### src/rtl/uart_buf_pkg.sv
// uart_buf_pkg: shared constants and dump FSM encoding for uart_dpram_buffer.
// Optional feature macro: UART_BUF_OVERWRITE_EN (used in uart_dpram_buffer).
package uart_buf_pkg;

    localparam int DEF_DATA_W = 8;
    localparam int DEF_ADDR_W = 8;

    typedef enum logic [1:0] {
        IDLE = 2'd0,
        RD   = 2'd1,
        LOAD = 2'd2,
        WAIT = 2'd3
    } dump_state_e;

endpackage

### src/rtl/uart_buf_if.sv
// uart_buf_if: receiver/transmitter handshake and status bundle.
// The master side is the surrounding UART logic; the slave side is the buffer.
interface uart_buf_if #(
    parameter int DATA_W = 8,
    parameter int ADDR_W = 8
) ();

    logic [DATA_W-1:0] rx_data;
    logic              rx_done;
    logic              dump_req;
    logic              tx_done;
    logic [DATA_W-1:0] tx_data;
    logic              send_en;
    logic              busy;
    logic [ADDR_W:0]   count;
    logic              full;
    logic              empty;
    logic              overflow;

    modport master (
        output rx_data, rx_done, dump_req, tx_done,
        input  tx_data, send_en, busy, count, full, empty, overflow
    );

    modport slave (
        input  rx_data, rx_done, dump_req, tx_done,
        output tx_data, send_en, busy, count, full, empty, overflow
    );

endinterface

### src/rtl/uart_buf_ram.sv
// uart_buf_ram: simple dual-port RAM, one write port and one registered
// read port with single-cycle latency. A read of an address being written in
// the same cycle returns the old contents.
module uart_buf_ram #(
    parameter int DATA_W = 8,
    parameter int ADDR_W = 8
) (
    input  logic              clk,
    input  logic              we,
    input  logic [ADDR_W-1:0] waddr,
    input  logic [DATA_W-1:0] wdata,
    input  logic              re,
    input  logic [ADDR_W-1:0] raddr,
    output logic [DATA_W-1:0] rdata
);

    localparam int DEPTH = 1 << ADDR_W;

    logic [DATA_W-1:0] mem [DEPTH];
    logic [DATA_W-1:0] rdata_q;

    // Write port and registered read port.
    // NOTE: the array has no reset so it maps onto block RAM; occupancy is
    // tracked by the pointers and count in the buffer, not by the contents.
    always_ff @(posedge clk) begin
        if (we) begin
            mem[waddr] <= wdata;
        end
        if (re) begin
            rdata_q <= mem[raddr];
        end
    end

    assign rdata = rdata_q;

endmodule

### src/rtl/uart_dpram_buffer.sv
// uart_dpram_buffer: circular byte buffer between a UART receiver and
// transmitter. Received words are written to a dual-port RAM; a dump request
// replays a snapshot of the stored words through a send/done handshake.
// Optional feature macro: UART_BUF_OVERWRITE_EN -- a write while full replaces
// the oldest word (when no dump is running) instead of being dropped.
module uart_dpram_buffer
    import uart_buf_pkg::*;
#(
    parameter int DATA_W        = DEF_DATA_W,
    parameter int ADDR_W        = DEF_ADDR_W,
    parameter int CLEAR_ON_DUMP = 1
) (
    input logic       clk,
    input logic       rst,
    uart_buf_if.slave bus
);

    localparam logic [ADDR_W:0] FULL_CNT = {1'b1, {ADDR_W{1'b0}}};
    localparam logic [ADDR_W:0] REM_ONE  = {{ADDR_W{1'b0}}, 1'b1};

    // Registered receiver word: writes commit one edge after rx_done is seen.
    logic              rx_vld_q,  rx_vld_d;
    logic [DATA_W-1:0] rx_word_q, rx_word_d;

    // Circular buffer bookkeeping.
    logic [ADDR_W-1:0] wr_ptr_q,  wr_ptr_d;
    logic [ADDR_W-1:0] rd_ptr_q,  rd_ptr_d;
    logic [ADDR_W:0]   count_q,   count_d;
    logic              overflow_q, overflow_d;

    // Dump engine: snapshot pointer and words remaining.
    dump_state_e       state_q,   state_d;
    logic [ADDR_W-1:0] dp_q,      dp_d;
    logic [ADDR_W:0]   rem_q,     rem_d;
    logic [DATA_W-1:0] tx_data_q, tx_data_d;
    logic              send_en_q, send_en_d;
    logic              busy_q,    busy_d;

    // RAM ports and per-cycle events.
    logic              ram_we;
    logic              ram_re;
    logic [DATA_W-1:0] ram_rdata;
    logic              is_full;
    logic              dump_start;
    logic              word_added;
    logic              word_freed;

    assign is_full = (count_q == FULL_CNT);

    uart_buf_ram #(
        .DATA_W (DATA_W),
        .ADDR_W (ADDR_W)
    ) u_ram (
        .clk   (clk),
        .we    (ram_we),
        .waddr (wr_ptr_q),
        .wdata (rx_word_q),
        .re    (ram_re),
        .raddr (dp_q),
        .rdata (ram_rdata)
    );

    // Next-state logic: dump FSM, write path, pointer and count updates.
    // NOTE: every signal gets a default first so no path leaves one unassigned
    // (which would infer a latch).
    always_comb begin
        rx_vld_d   = bus.rx_done;
        rx_word_d  = bus.rx_data;
        wr_ptr_d   = wr_ptr_q;
        rd_ptr_d   = rd_ptr_q;
        count_d    = count_q;
        overflow_d = overflow_q;
        state_d    = state_q;
        dp_d       = dp_q;
        rem_d      = rem_q;
        tx_data_d  = tx_data_q;
        send_en_d  = 1'b0;
        busy_d     = (state_q != IDLE);
        ram_we     = 1'b0;
        ram_re     = 1'b0;
        dump_start = 1'b0;
        word_added = 1'b0;
        word_freed = 1'b0;

        case (state_q)
            IDLE: begin
                // An empty buffer never starts a dump.
                if (bus.dump_req && (count_q != '0)) begin
                    dump_start = 1'b1;
                    rem_d      = count_q;
                    dp_d       = rd_ptr_q;
                    state_d    = RD;
                end
            end
            RD: begin
                ram_re  = 1'b1;
                state_d = LOAD;
            end
            LOAD: begin
                tx_data_d = ram_rdata;
                send_en_d = 1'b1;
                state_d   = WAIT;
            end
            WAIT: begin
                if (bus.tx_done) begin
                    dp_d       = dp_q + 1'b1;
                    rem_d      = rem_q - 1'b1;
                    word_freed = (CLEAR_ON_DUMP != 0);
                    state_d    = (rem_q > REM_ONE) ? RD : IDLE;
                end
            end
            default: state_d = IDLE;
        endcase

        if (dump_start) begin
            overflow_d = 1'b0;
        end

        // Write path; words arriving during a dump land outside the snapshot.
        if (rx_vld_q) begin
            if (!is_full) begin
                ram_we     = 1'b1;
                wr_ptr_d   = wr_ptr_q + 1'b1;
                word_added = 1'b1;
            end else begin
                overflow_d = 1'b1;
`ifdef UART_BUF_OVERWRITE_EN
                // Replace the oldest word, but never under a running (or
                // just-starting) dump whose snapshot includes that word.
                if ((state_q == IDLE) && !dump_start) begin
                    ram_we   = 1'b1;
                    wr_ptr_d = wr_ptr_q + 1'b1;
                    rd_ptr_d = rd_ptr_q + 1'b1;
                end
`endif
            end
        end

        if (word_freed) begin
            rd_ptr_d = rd_ptr_q + 1'b1;
        end

        // A write and a free in the same cycle leave the count unchanged.
        case ({word_added, word_freed})
            2'b10:   count_d = count_q + 1'b1;
            2'b01:   count_d = count_q - 1'b1;
            default: count_d = count_q;
        endcase
    end

    // State registers with synchronous reset; reset discards stored words.
    // NOTE: non-blocking assignments so every flop samples pre-edge values.
    always_ff @(posedge clk) begin
        if (rst) begin
            rx_vld_q   <= 1'b0;
            rx_word_q  <= '0;
            wr_ptr_q   <= '0;
            rd_ptr_q   <= '0;
            count_q    <= '0;
            overflow_q <= 1'b0;
            state_q    <= IDLE;
            dp_q       <= '0;
            rem_q      <= '0;
            tx_data_q  <= '0;
            send_en_q  <= 1'b0;
            busy_q     <= 1'b0;
        end else begin
            rx_vld_q   <= rx_vld_d;
            rx_word_q  <= rx_word_d;
            wr_ptr_q   <= wr_ptr_d;
            rd_ptr_q   <= rd_ptr_d;
            count_q    <= count_d;
            overflow_q <= overflow_d;
            state_q    <= state_d;
            dp_q       <= dp_d;
            rem_q      <= rem_d;
            tx_data_q  <= tx_data_d;
            send_en_q  <= send_en_d;
            busy_q     <= busy_d;
        end
    end

    assign bus.tx_data  = tx_data_q;
    assign bus.send_en  = send_en_q;
    assign bus.busy     = busy_q;
    assign bus.count    = count_q;
    assign bus.full     = is_full;
    assign bus.empty    = (count_q == '0);
    assign bus.overflow = overflow_q;

endmodule

### src/flat_wrapper.sv
// flat-port wrapper written by rule: the top's interface ports become plain ports
module uart_dpram_buffer_flat import uart_buf_pkg::*;
#(
    parameter int DATA_W        = DEF_DATA_W,
    parameter int ADDR_W        = DEF_ADDR_W,
    parameter int CLEAR_ON_DUMP = 1
)
  (clk, rst, bus_rx_data, bus_rx_done, bus_dump_req, bus_tx_done, bus_tx_data, bus_send_en, bus_busy, bus_count, bus_full, bus_empty, bus_overflow);
  uart_buf_if #(.DATA_W(DATA_W), .ADDR_W(ADDR_W)) bus_i ();
  input logic clk;
  input logic rst;
  input wire logic [$bits(bus_i.rx_data)-1:0] bus_rx_data;
  input wire logic [$bits(bus_i.rx_done)-1:0] bus_rx_done;
  input wire logic [$bits(bus_i.dump_req)-1:0] bus_dump_req;
  input wire logic [$bits(bus_i.tx_done)-1:0] bus_tx_done;
  output wire logic [$bits(bus_i.tx_data)-1:0] bus_tx_data;
  output wire logic [$bits(bus_i.send_en)-1:0] bus_send_en;
  output wire logic [$bits(bus_i.busy)-1:0] bus_busy;
  output wire logic [$bits(bus_i.count)-1:0] bus_count;
  output wire logic [$bits(bus_i.full)-1:0] bus_full;
  output wire logic [$bits(bus_i.empty)-1:0] bus_empty;
  output wire logic [$bits(bus_i.overflow)-1:0] bus_overflow;
  assign bus_i.rx_data = bus_rx_data;
  assign bus_i.rx_done = bus_rx_done;
  assign bus_i.dump_req = bus_dump_req;
  assign bus_i.tx_done = bus_tx_done;
  assign bus_tx_data = bus_i.tx_data;
  assign bus_send_en = bus_i.send_en;
  assign bus_busy = bus_i.busy;
  assign bus_count = bus_i.count;
  assign bus_full = bus_i.full;
  assign bus_empty = bus_i.empty;
  assign bus_overflow = bus_i.overflow;
  uart_dpram_buffer #(.DATA_W(DATA_W), .ADDR_W(ADDR_W), .CLEAR_ON_DUMP(CLEAR_ON_DUMP)) u_core (.clk(clk), .rst(rst), .bus(bus_i));
endmodule
### config.mk
export PLATFORM = sky130hd
export DESIGN_NAME = uart_dpram_buffer_flat
export DESIGN_NICKNAME = d
export VERILOG_FILES = /design/src/rtl/uart_buf_pkg.sv /design/src/rtl/uart_buf_if.sv /design/src/rtl/uart_buf_ram.sv /design/src/rtl/uart_dpram_buffer.sv /design/src/flat_wrapper.sv
export SDC_FILE = /design/constraint.sdc
export NUM_CORES = 2
export LEC_CHECK = 0
export CAP_MARGIN = 10
export CORE_ASPECT_RATIO = 1.4
export CORE_MARGIN = 1.5
export CORE_UTILIZATION = 55
export DETAILED_ROUTE_END_ITERATION = 7
export PLACE_DENSITY_LB_ADDON = 0.25
export SLEW_MARGIN = 20
export SYNTH_ARGS = -nofsm -noshare
export SYNTH_HDL_FRONTEND = slang
export SYNTH_HIERARCHICAL = 1
export SYNTH_SLANG_ARGS = --single-unit
### constraint.sdc
create_clock -name clk -period 8.6 [get_ports clk]
set_clock_uncertainty 0.15 [all_clocks]
set_input_delay 1.72 -clock clk [delete_from_list [all_inputs] [get_ports clk]]
set_output_delay 1.72 -clock clk [all_outputs]
set_load 0.02 [all_outputs]
# Yosys cells after proc, flatten, opt, wreduce, memory -nomap -nowiden
# Memory sizes are Yosys's and may differ from the RTL's. A register that Yosys moved wholly into a read port is not among the register bits.
# Index checks and enable logic that the tools add are counted.
# totals
n_memories,1
register_bits,64
input_bits,13
ramBits,2048
# mem_list
name,words,width,read_ports,rd_clocked_by_memory_dff,write_ports,line_no,source
u_core.u_ram.mem,256,8,1,1,1,uart_buf_ram.sv:19,logic [DATA_W-1:0] mem [DEPTH];
# classes
magnitude_cmp,1
reduce_logical,10
muxes,24
addsub,6
bitwise,1
n_eq_ne,8
# op_table
op,count
case mux 9 bit (2 select lines),2
"adder 8 x 1 -> 8 bit, second input constant",3
2-to-1 mux 9 bit,2
"subtractor 9 x 1 -> 9 bit, second input constant",2
2-to-1 mux 8 bit,2
case mux 8 bit (2 select lines),1
2-to-1 mux 1 bit,14
"adder 9 x 1 -> 9 bit, second input constant",1
"equality test 9 bit, second input constant",1
"> comparator 9 x 1 -> 1 bit, second input constant",1
logical NOT 9 bit,1
nonzero test 9 bit,1
case mux 2 bit (4 select lines),1
"equality test 2 bit, second input constant",3
nonzero test 2 bit,3
"equality test 2 x 1 -> 1 bit, second input constant",2
2-to-1 mux 2 bit,2
AND reduction 2 bit,2
AND reduction 3 bit,1
logical NOT 2 bit,1
"inequality test 2 x 1 -> 1 bit, second input constant",1
"inequality test 2 bit, second input constant",1
logical AND 1 bit,1
NOT 1 bit,1

# Depth between registers and ports, before layout
# depth
depth_word,7
ltp_mapped,11
ltp_nobuf,10

# By module
# Netlist, hierarchy kept.
# modules_own_cells
mod,seq_area_each_um2,n_inst,cells_per_inst,area_each_um2
uart_buf_ram,61739.2,1,3733,79636.4
uart_dpram_buffer,1281.2,1,375,3258.1

# Least setup slack after synthesis
# OpenSTA, ideal clock, no wires.
# synth_timing
kind,reg2reg
startpoint,reg u_core.rx_word_q[0]
endpoint,"mem u_core.u_ram.mem[0][0], data pin"
setup_ns,0.852
slack_ns,4.216
required_time_ns,7.598
arrival_ns,3.382
stages_incl_launch_ff,1
cell_sequence,dfxtp_1
# synth_rtl
element,line_no,source
"start, declared",uart_dpram_buffer.sv:23,"logic [DATA_W-1:0] rx_word_q, rx_word_d;"
"start signal, assigned",uart_dpram_buffer.sv:169,rx_word_q <= rx_word_d;
"end, declared",uart_buf_ram.sv:19,
# No word-level cell before the write port.

==> metrics.md <==
| Metric | Value |
|---|---|
| Simple-Gate Fraction of Synth Area | 0.0344 |
| Slew Viols, Final | 0 |
| Avg Cell Area, Syn | about 20 µm² |
| Total GRT Usage | 0.268 |
| Distinct cells, synth | 79 |
| Die Area | between 150,000 and 200,000 µm² |
| Leak | ~27 nW |
| Setup TNS | 0 ns |
| Vias in the first global route | slightly above 40,000 |
| Worst r2r src | u_core/dp_q[0]$_SDFFE_PP0P_ |
| Buffers on Ports | 34 |
| Root Buffer | clkbuf_16 |
| Wire length per cell | between 30 and 40 µm |
| Initial drt markers | roughly 4,700 |
| Top FF cell, synth | edfxtp_1 |
| Via count | slightly above 40,000 |
| Die Y | approximately 460 µm |
| Worst slew pin tran | approximately 1.3 ns |
| Critical Path RT | between 9 and 10 ns |
| Final setup viols | 0 |
| Pin count of the biggest net entering global routing | ~210 |
| Register area | between 60,000 and 70,000 µm² |
| Max cap viols | 0 |
| DP Worst Slack | roughly 3.4 ns |
| Number of synthesized flops with an enable pin | 2,056 |
| FF-to-FF End | u_core/u_ram/rdata[3]$_DFFE_PP_ |
| Final wirelength | between 200 and 250 mm |
| Leading area contributor after synthesis | edfxtp_1 |
| Crit-path max FO | 65 |
| Top cells by area, synth | edfxtp_1 74%, mux4_2 12%, mux2i_1 1.8% |
| Synth top area share | 0.745 |
| PD cells | approximately 240 nW/µm² |
| Final Hold Fails | 0 |
| Mux contribution to synthesized area | 0.142 |
| Main combinational cell family by area after synthesis | multiplexers |
| CTS tree | done |
| Die W | about 330 µm |
| Crit. Startpoint | u_core/dp_q[0]$_SDFFE_PP0P_ |
| Slack of the critical path | around 3.6 ns |
| Placed Area | about 85,000 µm² |
| Grt total ovfl | 0 |
| Register area share after synthesis | 0.760 |
| Adder-cell share of the synthesized area | 0.00296 |
| CTS H-tree depth | 4 |
| Mapped Cells | between 4,000 and 5,000 |
| Placed instance count | between 5,000 and 6,000 |
| Async S/R FF share, synth | 0 |
| VDD IR max | 0.247 mV |
| Post-synthesis register bit count | about 2,100 |
| GPL Wtd Cong | 0.857 |
| Synth Area in Compound Gates | 0.0393 |
| Post-CTS sizing | 0 |
| # rows | 168 |
| R2r setup slk | ~3.6 ns |
| Crit path launch type | flip-flop |
| Initial Utilization | 0.554 |
| Post-synth top cells | 2,056 x edfxtp_1, 454 x mux4_2, 321 x nor2_1 |
| Worst Path Arrival | 5.47 ns |
| Mapped cell area | 82,900 µm² |
| Period utilization | 0.587 |
| Worst reg-to-reg path cell count | 8 |
| Clock slew at reported path FFs | ~0.060 ns |
| IO Pins | 35 |
| Core area | 150,000 µm² |
| Outcome | finished, final reports clean |
| Critical path class | flip-flop to flip-flop |
| Worst Hold Class | flip-flop to flip-flop |
| Postcts setup bufs | 0 |
| Yosys Warn Count | 6 |
| Clock sinks | approximately 2,100 |
| Most numerous cell in the Yosys netlist | edfxtp_1 |
| Crit. End Element | flip-flop |
| Hold_buf cts | 0 |
| Pre-antenna DRT Iters | 5 |
| Hold path depth | 2 |
| First-pass GRT wire length | ~290 mm |
| Setup crit end | u_core/u_ram/rdata[3]$_DFFE_PP_ |
| P&R area growth vs syn | 10.2% |
| Crit path time final | about 5.0 ns |
| Non-filler cells, final | between 6,000 and 7,000 |
| Num CTS Buffers | 190 |
| Final instance area | 91,400 µm² |
| Detailed-placement wirelength estimate | between 100 and 150 mm |
| Clk Latency, worst-skew pair | around 0.85 ns |
| Rel. slew slack | 0.151 |
| Initial antenna violation count | 4 |
| Post-Syn Nets | a little over 4,000 |
| Filler cell count | slightly above 10,000 |
| Unrepaired setup endpoints after global routing | false |
| Via/cell ratio | between 6 and 7 |
| Xor/xnor share of the synthesized area | 0.00180 |
| Share of layout cells above drive strength 1 | 0.202 |
| Fmax | slightly below 200 MHz |
| Final Net Count | 4,202 |
| Maximum clock insertion buffer count | 3 |
| Post-DRT Antenna Nets | 0 |
| Post-route DRC violation count | 0 |
| Multi-input gate area | approximately 18,000 µm² |
## metal layers
layer | vias up | global-route usage | share of wire
li1 | 17100 | - | -
met1 | 21800 | 0.338 | 0.36
met2 | 1996 | 0.457 | 0.52
met3 | 404 | 0.0443 | 0.078
met4 | 0 | 0.117 | 0.045
met5 | - | 0 | 0
## cells in the final DEF, fill, tap and decap left out, drive strengths merged, types with 29 or more instances in the layout
cell type      instances
nor2                 321
nor2b                 42
nand3                 47
mux2i                147
a21oi                128
mux4                 456
buf                   89
dfxtp                 64
clkinv                98
clkdlybuf4s50         33
a22oi                133
clkbuf               221
o22ai                 31
edfxtp              2056
nor3                  29
nand2                 72
o221ai                47
nor4                  32
## cell families (layout without fill, tap and decap cells)
family                   count (synthesis)  in the layout
buffers and inverters                  268            492
other                                    0              2
AO/OA/AOI/OAI                          466            466
multiplexers                           605            605
AND/OR/NAND/NOR                        613            613
flip-flops                            2120           2120
adder cells (fa/ha/maj)                 19             19
XOR/XNOR                                17             17
## sequential cells by signal (all words and copies together) (netlist names)
name                 cells
u_core/bus.count         9
u_core/bus.tx_data       8
u_core/bus.send_en       1
u_core/u_ram/mem      2048
u_core/bus.overflow      1
u_core/state_q           2
u_core/u_ram/rdata       8
u_core/rem_q             9
u_core/bus.busy          1
u_core/rd_ptr_q          8
u_core/dp_q              8
u_core/rx_word_q         8
u_core/rx_vld_q          1
u_core/wr_ptr_q          8
## cell type report
class	instances	share of cell area
timing repair buffer	122	0.0128
multi-input combinational	1720	0.201
sequential	2120	0.690
inverter	16	0.000657
tap	1955	0.0268
antenna	2	0.0000548
clock inverter	133	0.0139
clock buffer	221	0.0545
## per-stage QoR
| stage | hold WS (ns) | power, mW | utilization |
|---|---|---|---|
| after floorplan | 0.282 | 13.1 | - |
| after global placement | 0.312 | 13.7 | 0.568 |
| after detailed placement | 0.316 | 13.7 | 0.568 |
| after CTS | 0.324 | 22.2 | 0.610 |
| after global routing | 0.358 | 22.6 | 0.610 |
| final | 0.327 | 22.0 | 0.610 |
## worst max-delay path: stages, from the launching register on
cell and delay (ns):
dfxtp_4 1.00, buf_12 0.46, buf_4 0.65, mux4_2 0.59, a22o_1 0.24, a221oi_1 0.71, o32ai_1 0.21, nor3_1 0.51
nor4_1 0.11
## worst min path at each step
stage	from	endpoint	slack, ns
final	u_core/bus.overflow$_SDFF_PP0_	u_core/bus.overflow$_SDFF_PP0_	0.33
after global routing	u_core/rx_vld_q$_SDFF_PP0_	u_core/bus.overflow$_SDFF_PP0_	0.36
after CTS	u_core/rx_vld_q$_SDFF_PP0_	u_core/bus.overflow$_SDFF_PP0_	0.32
after detailed placement	u_core/bus.overflow$_SDFF_PP0_	u_core/bus.overflow$_SDFF_PP0_	0.32
after global placement	u_core/rx_vld_q$_SDFF_PP0_	u_core/bus.overflow$_SDFF_PP0_	0.31
after floorplan	u_core/rx_vld_q$_SDFF_PP0_	u_core/bus.overflow$_SDFF_PP0_	0.28
## report_power, final
part,switching [mW],internal (mW)
combinational,1.20,0.856
clock,3.74,4.78
sequential,0.0953,11.4
total,5.04,17.0
Power figures use the tool's default switching activity.
